### config.mk
export PLATFORM = sky130hd
export DESIGN_NAME = lc2k_multicycle_ctrl
export DESIGN_NICKNAME = d
export VERILOG_FILES = /design/src/rtl/lc2k_multicycle_ctrl.sv
export SDC_FILE = /design/constraint.sdc
export NUM_CORES = 1
export LEC_CHECK = 0
export CAP_MARGIN = 10
export CORE_UTILIZATION = 47
export CTS_BUF_LIST = sky130_fd_sc_hd__clkbuf_16
export DETAILED_ROUTE_END_ITERATION = 7
export GPL_TIMING_DRIVEN = 0
export PLACE_DENSITY = 0.79
export REMOVE_ABC_BUFFERS = 1
export SKIP_LAST_GASP = 1
export SLEW_MARGIN = 25
export SYNTH_ARGS = -nofsm -noshare
export SYNTH_HDL_FRONTEND = slang
export SYNTH_SLANG_ARGS = --single-unit
### constraint.sdc
create_clock -name clk -period 2.67 [get_ports clk]
set_clock_uncertainty 0.1 [all_clocks]
set_input_delay 0.534 -clock clk [delete_from_list [all_inputs] [get_ports clk]]
set_output_delay 0.534 -clock clk [all_outputs]
set_load 0.01 [all_outputs]
### src/rtl/lc2k_multicycle_ctrl.sv
// Multi-cycle control FSM for the LC2K datapath: sequences fetch/decode/execute/memory/writeback,
// counts retired instructions. Optional memory timeout (sticky FAULT) enabled by LC2K_MEM_TIMEOUT_EN.
module lc2k_multicycle_ctrl #(
    parameter int CNT_W          = 32,
    parameter int TIMEOUT_CYCLES = 64
) (
    input  logic             clk,
    input  logic             rst_n,
    input  logic             start,
    input  logic [2:0]       opcode,
    input  logic             alu_eq,
    input  logic             mem_ready,
    output logic             mem_req,
    output logic             mem_we,
    output logic             mem_addr_sel,
    output logic             ir_write,
    output logic             pc_write,
    output logic [1:0]       pc_src,
    output logic             alu_src_b,
    output logic [1:0]       alu_op,
    output logic             reg_write,
    output logic             write_reg_sel,
    output logic [1:0]       write_data_sel,
    output logic             halted,
    output logic             fault,
    output logic [2:0]       state_out,
    output logic [CNT_W-1:0] instr_retired
);

    typedef enum logic [2:0] {
        S_IDLE   = 3'd0,
        S_FETCH  = 3'd1,
        S_DECODE = 3'd2,
        S_EXEC   = 3'd3,
        S_MEM    = 3'd4,
        S_WB     = 3'd5,
        S_HALTED = 3'd6,
        S_FAULT  = 3'd7
    } state_t;

    localparam logic [2:0] OP_ADD  = 3'b000;
    localparam logic [2:0] OP_NOR  = 3'b001;
    localparam logic [2:0] OP_LW   = 3'b010;
    localparam logic [2:0] OP_SW   = 3'b011;
    localparam logic [2:0] OP_BEQ  = 3'b100;
    localparam logic [2:0] OP_JALR = 3'b101;
    localparam logic [2:0] OP_HALT = 3'b110;

    state_t           state;
    state_t           state_nxt;
    logic [2:0]       op_q;
    logic             retire;
    logic             timeout_hit;
    logic [CNT_W-1:0] retired_cnt;

    always_ff @(posedge clk) begin
        if (!rst_n) begin
            state <= S_IDLE;
        end else begin
            state <= state_nxt;
        end
    end

    always_ff @(posedge clk) begin
        if (!rst_n) begin
            op_q <= '0;
        end else if (state == S_DECODE) begin
            op_q <= opcode;
        end
    end

    always_ff @(posedge clk) begin
        if (!rst_n) begin
            retired_cnt <= '0;
        end else if (retire) begin
            retired_cnt <= retired_cnt + 1'b1;
        end
    end

`ifdef LC2K_MEM_TIMEOUT_EN
    localparam int WAIT_W = $clog2(TIMEOUT_CYCLES + 1);
    localparam logic [WAIT_W-1:0] WAIT_LIMIT = WAIT_W'(TIMEOUT_CYCLES - 1);

    logic [WAIT_W-1:0] wait_cnt;
    logic              mem_waiting;

    assign mem_waiting = ((state == S_FETCH) || (state == S_MEM)) && !mem_ready;
    // A ready in the limit cycle completes the access instead of faulting.
    assign timeout_hit = mem_waiting && (wait_cnt == WAIT_LIMIT);

    always_ff @(posedge clk) begin
        if (!rst_n) begin
            wait_cnt <= '0;
        end else if (mem_waiting) begin
            wait_cnt <= wait_cnt + 1'b1;
        end else begin
            wait_cnt <= '0;
        end
    end
`else
    assign timeout_hit = 1'b0;
`endif

    always_comb begin
        state_nxt = state;
        case (state)
            S_IDLE:   if (start) state_nxt = S_FETCH;
            S_FETCH: begin
                if (mem_ready)        state_nxt = S_DECODE;
                else if (timeout_hit) state_nxt = S_FAULT;
            end
            S_DECODE: state_nxt = S_EXEC;
            S_EXEC: begin
                case (op_q)
                    OP_ADD, OP_NOR: state_nxt = S_WB;
                    OP_LW, OP_SW:   state_nxt = S_MEM;
                    OP_HALT:        state_nxt = S_HALTED;
                    default:        state_nxt = S_FETCH;
                endcase
            end
            S_MEM: begin
                if (mem_ready)        state_nxt = (op_q == OP_LW) ? S_WB : S_FETCH;
                else if (timeout_hit) state_nxt = S_FAULT;
            end
            S_WB:     state_nxt = S_FETCH;
            S_HALTED: state_nxt = S_HALTED;
            S_FAULT:  state_nxt = S_FAULT;
            default:  state_nxt = S_IDLE;
        endcase
    end

    always_comb begin
        mem_req        = 1'b0;
        mem_we         = 1'b0;
        mem_addr_sel   = 1'b0;
        ir_write       = 1'b0;
        pc_write       = 1'b0;
        pc_src         = 2'd0;
        alu_src_b      = 1'b0;
        alu_op         = 2'd0;
        reg_write      = 1'b0;
        write_reg_sel  = 1'b0;
        write_data_sel = 2'd0;
        halted         = 1'b0;
        fault          = 1'b0;
        retire         = 1'b0;
        case (state)
            S_FETCH: begin
                mem_req  = 1'b1;
                ir_write = mem_ready;
                pc_write = mem_ready;
            end
            S_EXEC: begin
                case (op_q)
                    OP_NOR: alu_op = 2'd1;
                    OP_LW, OP_SW: alu_src_b = 1'b1;
                    OP_BEQ: begin
                        alu_op   = 2'd2;
                        pc_write = alu_eq;
                        pc_src   = alu_eq ? 2'd1 : 2'd0;
                        retire   = 1'b1;
                    end
                    // Datapath reads regA before this write lands, so the jump uses the old value.
                    OP_JALR: begin
                        reg_write      = 1'b1;
                        write_data_sel = 2'd2;
                        pc_write       = 1'b1;
                        pc_src         = 2'd2;
                        retire         = 1'b1;
                    end
                    OP_HALT: retire = 1'b1;
                    OP_ADD:  alu_op = 2'd0;
                    default: retire = 1'b1;
                endcase
            end
            S_MEM: begin
                mem_req      = 1'b1;
                mem_addr_sel = 1'b1;
                alu_src_b    = 1'b1;
                mem_we       = (op_q == OP_SW);
                retire       = (op_q == OP_SW) && mem_ready;
            end
            S_WB: begin
                reg_write      = 1'b1;
                write_reg_sel  = (op_q != OP_LW);
                write_data_sel = (op_q == OP_LW) ? 2'd1 : 2'd0;
                retire         = 1'b1;
            end
            S_HALTED: halted = 1'b1;
`ifdef LC2K_MEM_TIMEOUT_EN
            S_FAULT:  fault = 1'b1;
`endif
            default: ;
        endcase
    end

    assign state_out     = state;
    assign instr_retired = retired_cnt;

endmodule

==> results of run 1 <==
## stage by stage
| stage | total power [mW] | hold WS, ns | std cells |
|---|---|---|---|
| 3_3_place_gp | 0.727 | 0.366 | 341 |
| 2_1_floorplan | 0.672 | 0.397 | 234 |
| 3_5_place_dp | 0.729 | 0.380 | 341 |
| 6_report | 1.27 | 0.390 | 351 |
| 4_1_cts | 1.27 | 0.388 | 348 |
| 5_1_grt | 1.31 | 0.423 | 351 |
## layout make-up
class                           instances  area, um^2
Fill cell                             349        1310
Multi-Input combinational cell        190        1170
Sequential cell                        38         767
Timing Repair Buffer                   61         601
Clock buffer                            5         125
Tap cell                               50        62.6
Inverter                                6        22.5
Clock inverter                          1        3.75
## metal layers
layer  GRT usage, %  wire [um]
met1           28.2       2200
met5              0          0
met4           7.45         82
met2           37.4       2460
met3           4.56        255
## sequential cells by signal, indices dropped and copies added, names as in the netlist
signal,flops
instr_retired,32
op_q,3
state_out,3
## layout by cell type, fill, tap and decap left out, types with 3 or more instances in the layout
master and instances:
sky130_fd_sc_hd__clkbuf_16 5, sky130_fd_sc_hd__inv_1 5, sky130_fd_sc_hd__nand2_1 24, sky130_fd_sc_hd__nor3_1 3, sky130_fd_sc_hd__nand4_1 4, sky130_fd_sc_hd__nor2_1 27, sky130_fd_sc_hd__dfxtp_1 35, sky130_fd_sc_hd__and4_1 3
sky130_fd_sc_hd__or3_1 12, sky130_fd_sc_hd__clkdlybuf4s50_1 56, sky130_fd_sc_hd__o21ai_0 15, sky130_fd_sc_hd__a2111oi_0 6, sky130_fd_sc_hd__buf_4 3, sky130_fd_sc_hd__a21oi_1 23, sky130_fd_sc_hd__nand3_1 13, sky130_fd_sc_hd__xnor2_1 14
sky130_fd_sc_hd__a211oi_1 5, sky130_fd_sc_hd__mux2i_1 3, sky130_fd_sc_hd__nand2b_1 4
## worst max-delay path: stages
cell	delay, ns
sky130_fd_sc_hd__clkdlybuf4s50_1	0.56
sky130_fd_sc_hd__nand2b_1	0.15
sky130_fd_sc_hd__o22ai_2	0.20
sky130_fd_sc_hd__clkdlybuf4s50_1	0.56
## power groups by stage
stage | combinational (mW) | sequential [mW] | clock (mW)
6_report | 0.125 | 0.607 | 0.538
5_1_grt | 0.134 | 0.608 | 0.569
4_1_cts | 0.119 | 0.605 | 0.542
3_5_place_dp | 0.113 | 0.616 | 0
3_3_place_gp | 0.112 | 0.615 | 0
2_1_floorplan | 0.0605 | 0.612 | 0
## final timing paths
path / start / to / slack (ns) / depth (start not counted)
max: mem_ready / pc_write / 0.02 / 4
min: instr_retired[31]$_SDFFE_PN0P_ / instr_retired[31]$_SDFFE_PN0P_ / 0.39 / 2
max reg2reg: state_out[2]$_SDFFE_PN0P_ / instr_retired[31]$_SDFFE_PN0P_ / 0.13 / 5
min reg2reg: instr_retired[31]$_SDFFE_PN0P_ / instr_retired[31]$_SDFFE_PN0P_ / 0.39 / 2
## timing repair
| item | CTS | global route |
|---|---|---|
| setup buffers | 1 | 3 |
| hold endpoints to repair | 0 | 0 |
| pin swaps | 0 | 1 |
| endpoints found under the setup margin | 9 | 6 |
| gates resized for setup | 5 | 6 |
| cloned | 0 | 0 |
## kinds of logic after synthesis
family          Yosys count  share of synthesized area (%)
xor+xnor                 14                           6.06
mux                       4                           2.04
other cells               1                          0.185
buf+inv                  21                           5.57
flops                    38                           37.6
compound gates           62                           19.1
simple gates            108                           28.8
fa+ha+maj                 1                          0.618
==> out/qor.tcl, run 1 <==
set qor(synth_ff_type) {sky130_fd_sc_hd__dfxtp_1}
set qor(netlist.top_cell.by_area) {sky130_fd_sc_hd__dfxtp_1}
set qor(ys_types) 46
set qor(synth_sequential_area_ratio_pct) 37.6
set qor(ffs_latches_synth) 38
set qor(clock_path_buffers) 2
set qor(place.gp.congestion) 0.738
set qor(cap_violations) 0
set qor(grt_setup_unrepaired) {true}
set qor(n_antenna_cell) 0
set qor(dp_slack_ns) -0.193
set qor(post_synth_instance_area_um2) 2020
set qor(io-pin-count) 59
set qor(grt_start_max_net_pins) 35
set qor(timing.final.max_slew_violations) 0
set qor(cp-start-kind) {primary input}
set qor(synth.top_cells.by_area) {sky130_fd_sc_hd__dfxtp_1, sky130_fd_sc_hd__xnor2_1, sky130_fd_sc_hd__a21oi_1, sky130_fd_sc_hd__nor2_1, sky130_fd_sc_hd__nand2_1}
set qor(async_reset_ff_share_pct) 0
set qor(p_switching_mw) 0.293
set qor(clock_sinks) 38
set qor(worst_skew_pair.late_latency_ns) 0.28
set qor(power.combinational.fraction_pct) 9.8
set qor(tritoncts) {done}
set qor(track_usage_pct) 22.3
set qor(cts.reportedPaths.clkPinSlew_ns) 0.05
set qor(placed_cell_area_um2) 2570
set qor(finalCritPeriodShare_pct) 99.2
set qor(proportion_of_power_drawn_by_flip_flops_and_latches_pct) 47.8
set qor(design.final.nets) 311
set qor(routed_wl_mm) 5.00
set qor(cts_buffers) 5
set qor(worst-slew-pin-transition_ns) 0.948
set qor(cts_root_buf) {sky130_fd_sc_hd__clkbuf_16}
set qor(synthToLayoutAreaGrowth_pct) 35.9
set qor(route.detailed.drc) 0
set qor(min_path_type) {flip-flop to flip-flop}
set qor(relSlewSlack_pct) 36.4
set qor(timing.fmax_mhz) 377
set qor(floorplan.die.width_um) 67.6
set qor(post_synth_inst_count) 249
set qor(first_global_vias) 1777
set qor(drt_iter0_markers) 137
set qor(report.final.hold_viol_count) 0
set qor(antenna_left) 0
set qor(via_total_after_detailed_routing) 1999
set qor(syn-mean-instance-area_um2) 8.13
set qor(crit_path_max_fanout) 4
set qor(stdcell_area_um2) 2750
set qor(power.static_leakage_nw) 0.889
set qor(share_of_final_layout_standard_cells_stronger_than_drive_strength_1_pct) 7.64
set qor(grt_overflow) 0
set qor(clkPwrFrac_pct) 42.4
set qor(yosysWarningCount) 0
set qor(setup_violations) 0
set qor(worstPathArrival_ns) 2.02
set qor(drt-vias-per-instance) 5.70
set qor(cts.htree.levels) 2
set qor(core_area_um2) 4060
set qor(synth_commonest_cells) {sky130_fd_sc_hd__dfxtp_1, sky130_fd_sc_hd__nor2_1, sky130_fd_sc_hd__nand2_1, sky130_fd_sc_hd__a21oi_1, sky130_fd_sc_hd__o21ai_0}
set qor(die-area_um2) 4570
set qor(status) {finished clean}
set qor(start_util_pct) 49.9
set qor(timing.critical_path.required_ns) 2.04
set qor(swShare_pct) 23.1
set qor(critical_path_class) {primary input to primary output}
set qor(synth_enable_flop_cells) 0
set qor(synth.top_cell.area_share_pct) 37.6
set qor(core_rows) 23
set qor(power.internal_mw) 0.976
set qor(final.setup.worst_slack_ns) 0.0203
set qor(grt_antenna_before_repair) 0
set qor(synth.most_common_cell) {sky130_fd_sc_hd__dfxtp_1}
set qor(place.port_buffers) 57
set qor(worst_vdd_drop_v) 0.000314
set qor(critical_path.endpoint_type) {primary output}
set qor(drt-wirelength-per-cell_um) 14.3
set qor(setup_total_negative_slack_ns) 0
set qor(layout.core_utilization_pct) 67.7
set qor(dp_hpwl_mm) 3.25
set qor(chipHeight_um) 67.6
set qor(finalCriticalPeriod_ns) 2.65
set qor(postCtsHoldBufs) 0
set qor(cellPowerDensity_nw_per_um2) 462
set qor(detailedRoute.firstPassIterationCount) 4
set qor(first_pass_grt_wire_length_mm) 7.76
Power figures use the tool's default switching activity.
==> inputs of run 2 (changes only) <==
CAP_MARGIN = 5   (was 10)
CORE_UTILIZATION = 62   (was 47)
DONT_BUFFER_PORTS = 1   (was not set)
PLACE_DENSITY = 0.78   (was 0.79)
SETUP_SLACK_MARGIN = 0.1   (was not set)
==> run 2 against run 1 <==
Effect of this change: final area down 21%; die area down 24%; clock power about the same; core utilization up 2.4 points; global-route usage up 2.4 points; sequential share of layout area up 7.6 points; total power down 3.9%; critical endpoint is now instr_retired[23]$_SDFFE_PN0P_.
==> out/qor.tcl, run 2 (same netlist as run 1, synthesis figures left out) <==
set qor(timing.final.max_slew_violations) 0
set qor(timing.critical_path.required_ns) 2.75
set qor(post-place-cells) 278
set qor(worst-slew-pin-transition_ns) 0.954
set qor(worst_path_largest_cell_delay_ns) 0.51
set qor(cap_violations) 0
set qor(track_usage_pct) 24.7
set qor(final_common_cell) {sky130_fd_sc_hd__dfxtp_1}
set qor(power.static_leakage_nw) 0.675
set qor(clkPwrFrac_pct) 44.2
set qor(timing.fmax_mhz) 410
set qor(tritoncts) {done}
set qor(critical_path.n_buffers_inverters) 1
set qor(n_antenna_cell) 0
set qor(power.combinational.fraction_pct) 5.9
set qor(cellPowerDensity_nw_per_um2) 565
set qor(io-pin-count) 59
set qor(antenna_left) 0
set qor(worstPathArrival_ns) 2.52
set qor(share_of_final_layout_standard_cells_stronger_than_drive_strength_1_pct) 8.61
set qor(cts_buffers) 5
set qor(place.gp.congestion) 0.775
set qor(cp-start-kind) {flip-flop}
set qor(status) {finished clean}
set qor(grt_overflow) 0
set qor(postCtsHoldBufs) 0
set qor(swShare_pct) 23.0
set qor(start_util_pct) 65.7
set qor(detailedRoute.firstPassIterationCount) 4
set qor(die-area_um2) 3500
set qor(drt-wirelength-per-cell_um) 14.3
set qor(largest_register_ffs) 32
set qor(drt-vias-per-instance) 5.97
set qor(cts.reportedPaths.clkPinSlew_ns) 0.05
set qor(critical_path_class) {flip-flop to flip-flop}
set qor(dp_hpwl_mm) 2.70
set qor(design.final.nets) 253
set qor(cpLargestDelayFamily) {simple AND/OR/NAND/NOR gates}
set qor(via_total_after_detailed_routing) 1719
set qor(finalCritPeriodShare_pct) 91.4
set qor(crit_path_max_fanout) 9
set qor(cts_root_buf) {sky130_fd_sc_hd__clkbuf_16}
set qor(core_area_um2) 3080
set qor(min_path_type) {primary input to flip-flop}
set qor(clock_path_buffers) 2
set qor(drt_iter0_markers) 97
set qor(worst_vdd_drop_v) 0.000336
set qor(synthToLayoutAreaGrowth_pct) 6.74
set qor(layout.cells.most_common_list) {sky130_fd_sc_hd__dfxtp_1, sky130_fd_sc_hd__nor2_1, sky130_fd_sc_hd__nand2_1}
set qor(chipHeight_um) 59.1
set qor(proportion_of_power_drawn_by_flip_flops_and_latches_pct) 49.9
set qor(grt_antenna_before_repair) 0
set qor(critical_path.endpoint_type) {flip-flop}
set qor(setup_violations) 0
set qor(core_rows) 20
set qor(power.internal_mw) 0.940
set qor(finalCriticalPeriod_ns) 2.44
set qor(first_global_vias) 1458
set qor(place.port_buffers) 0
set qor(first_pass_grt_wire_length_mm) 6.61
set qor(post_route_insts_no_fill) 288
set qor(p_switching_mw) 0.280
set qor(critical_path.cell_chain) {and4_1 -> nand4_2 -> a2111o_1 -> buf_4 -> or3_1 -> a21oi_1}
set qor(grt_setup_unrepaired) {false}
set qor(cts.htree.levels) 2
set qor(clock_sinks) 38
set qor(layout.core_utilization_pct) 70.2
set qor(worst_skew_pair.late_latency_ns) 0.27
set qor(route.detailed.drc) 0
set qor(report.final.hold_viol_count) 0
set qor(critPathSlowestCell) {sky130_fd_sc_hd__a2111o_1}
set qor(floorplan.die.width_um) 59.1
set qor(relSlewSlack_pct) 36.0
set qor(grt_start_max_net_pins) 35
set qor(routed_wl_mm) 4.12
-- run 2: area by class of cell --
type,count,area [um^2]
multi-input cells,190,1160
repair buffers,3,22.5
well taps,44,55.1
clock inverters,2,7.51
clock buffers,5,125
fillers,247,918
flip-flops and latches,38,767
inverters,6,22.5
-- run 2: final timing paths --
path	slack [ns]	cells after the start	endpoint	start
setup / recovery	0.23	6	instr_retired[23]$_SDFFE_PN0P_	instr_retired[3]$_SDFFE_PN0P_
hold / removal	0.28	1	state_out[0]$_SDFFE_PN0P_	rst_n
setup reg to reg	0.23	6	instr_retired[23]$_SDFFE_PN0P_	instr_retired[3]$_SDFFE_PN0P_
hold reg to reg	0.43	2	instr_retired[31]$_SDFFE_PN0P_	instr_retired[31]$_SDFFE_PN0P_
-- run 2: per-layer routing --
| layer | track usage, % | vias to the layer above | wire (um) |
|---|---|---|---|
| li1 | - | 879 | - |
| met1 | 32.1 | 774 | 1870 |
| met2 | 38.1 | 61 | 1920 |
| met3 | 8.08 | 5 | 310 |
| met4 | 9.18 | 0 | 30 |
| met5 | 0 | - | 0 |
-- run 2: through the flow --
| stage | setup WS (ns) | hold slack (ns) | power, mW | setup TNS, ns | instance area, um^2 |
|---|---|---|---|---|---|
| 6_report | 0.231 | 0.281 | 1.22 | 0 | 2160 |
| 5_1_grt | 0.104 | 0.291 | 1.27 | 0 | 2160 |
| 4_1_cts | 0.0342 | 0.278 | 1.23 | 0 | 2120 |
| 3_5_place_dp | -0.0818 | 0.426 | 0.688 | -0.0818 | 1990 |
| 3_3_place_gp | -0.105 | 0.420 | 0.689 | -0.105 | 1990 |
| 2_1_floorplan | 0.220 | 0.397 | 0.672 | 0 | 1930 |
-- run 2: power groups by stage --
stage          Sequential [mW]  Clock [mW]  Combinational [mW]
3_5_place_dp             0.618           0              0.0704
5_1_grt                  0.611       0.576              0.0807
4_1_cts                  0.607       0.548              0.0710
3_3_place_gp             0.618           0              0.0703
6_report                 0.608       0.539              0.0723
2_1_floorplan            0.612           0              0.0605
-- run 2: what timing repair did --
action                     4_1_cts  5_1_grt
pin swaps                        0        3
buffers inserted                 0        3
resized for setup                2        6
setup endpoints to repair       19       20
==> inputs of run 3 (changes only) <==
SLEW_MARGIN = 20   (was 25)
==> results of run 3 <==
Final layout, timing and power as in run 2 (identical DEF).
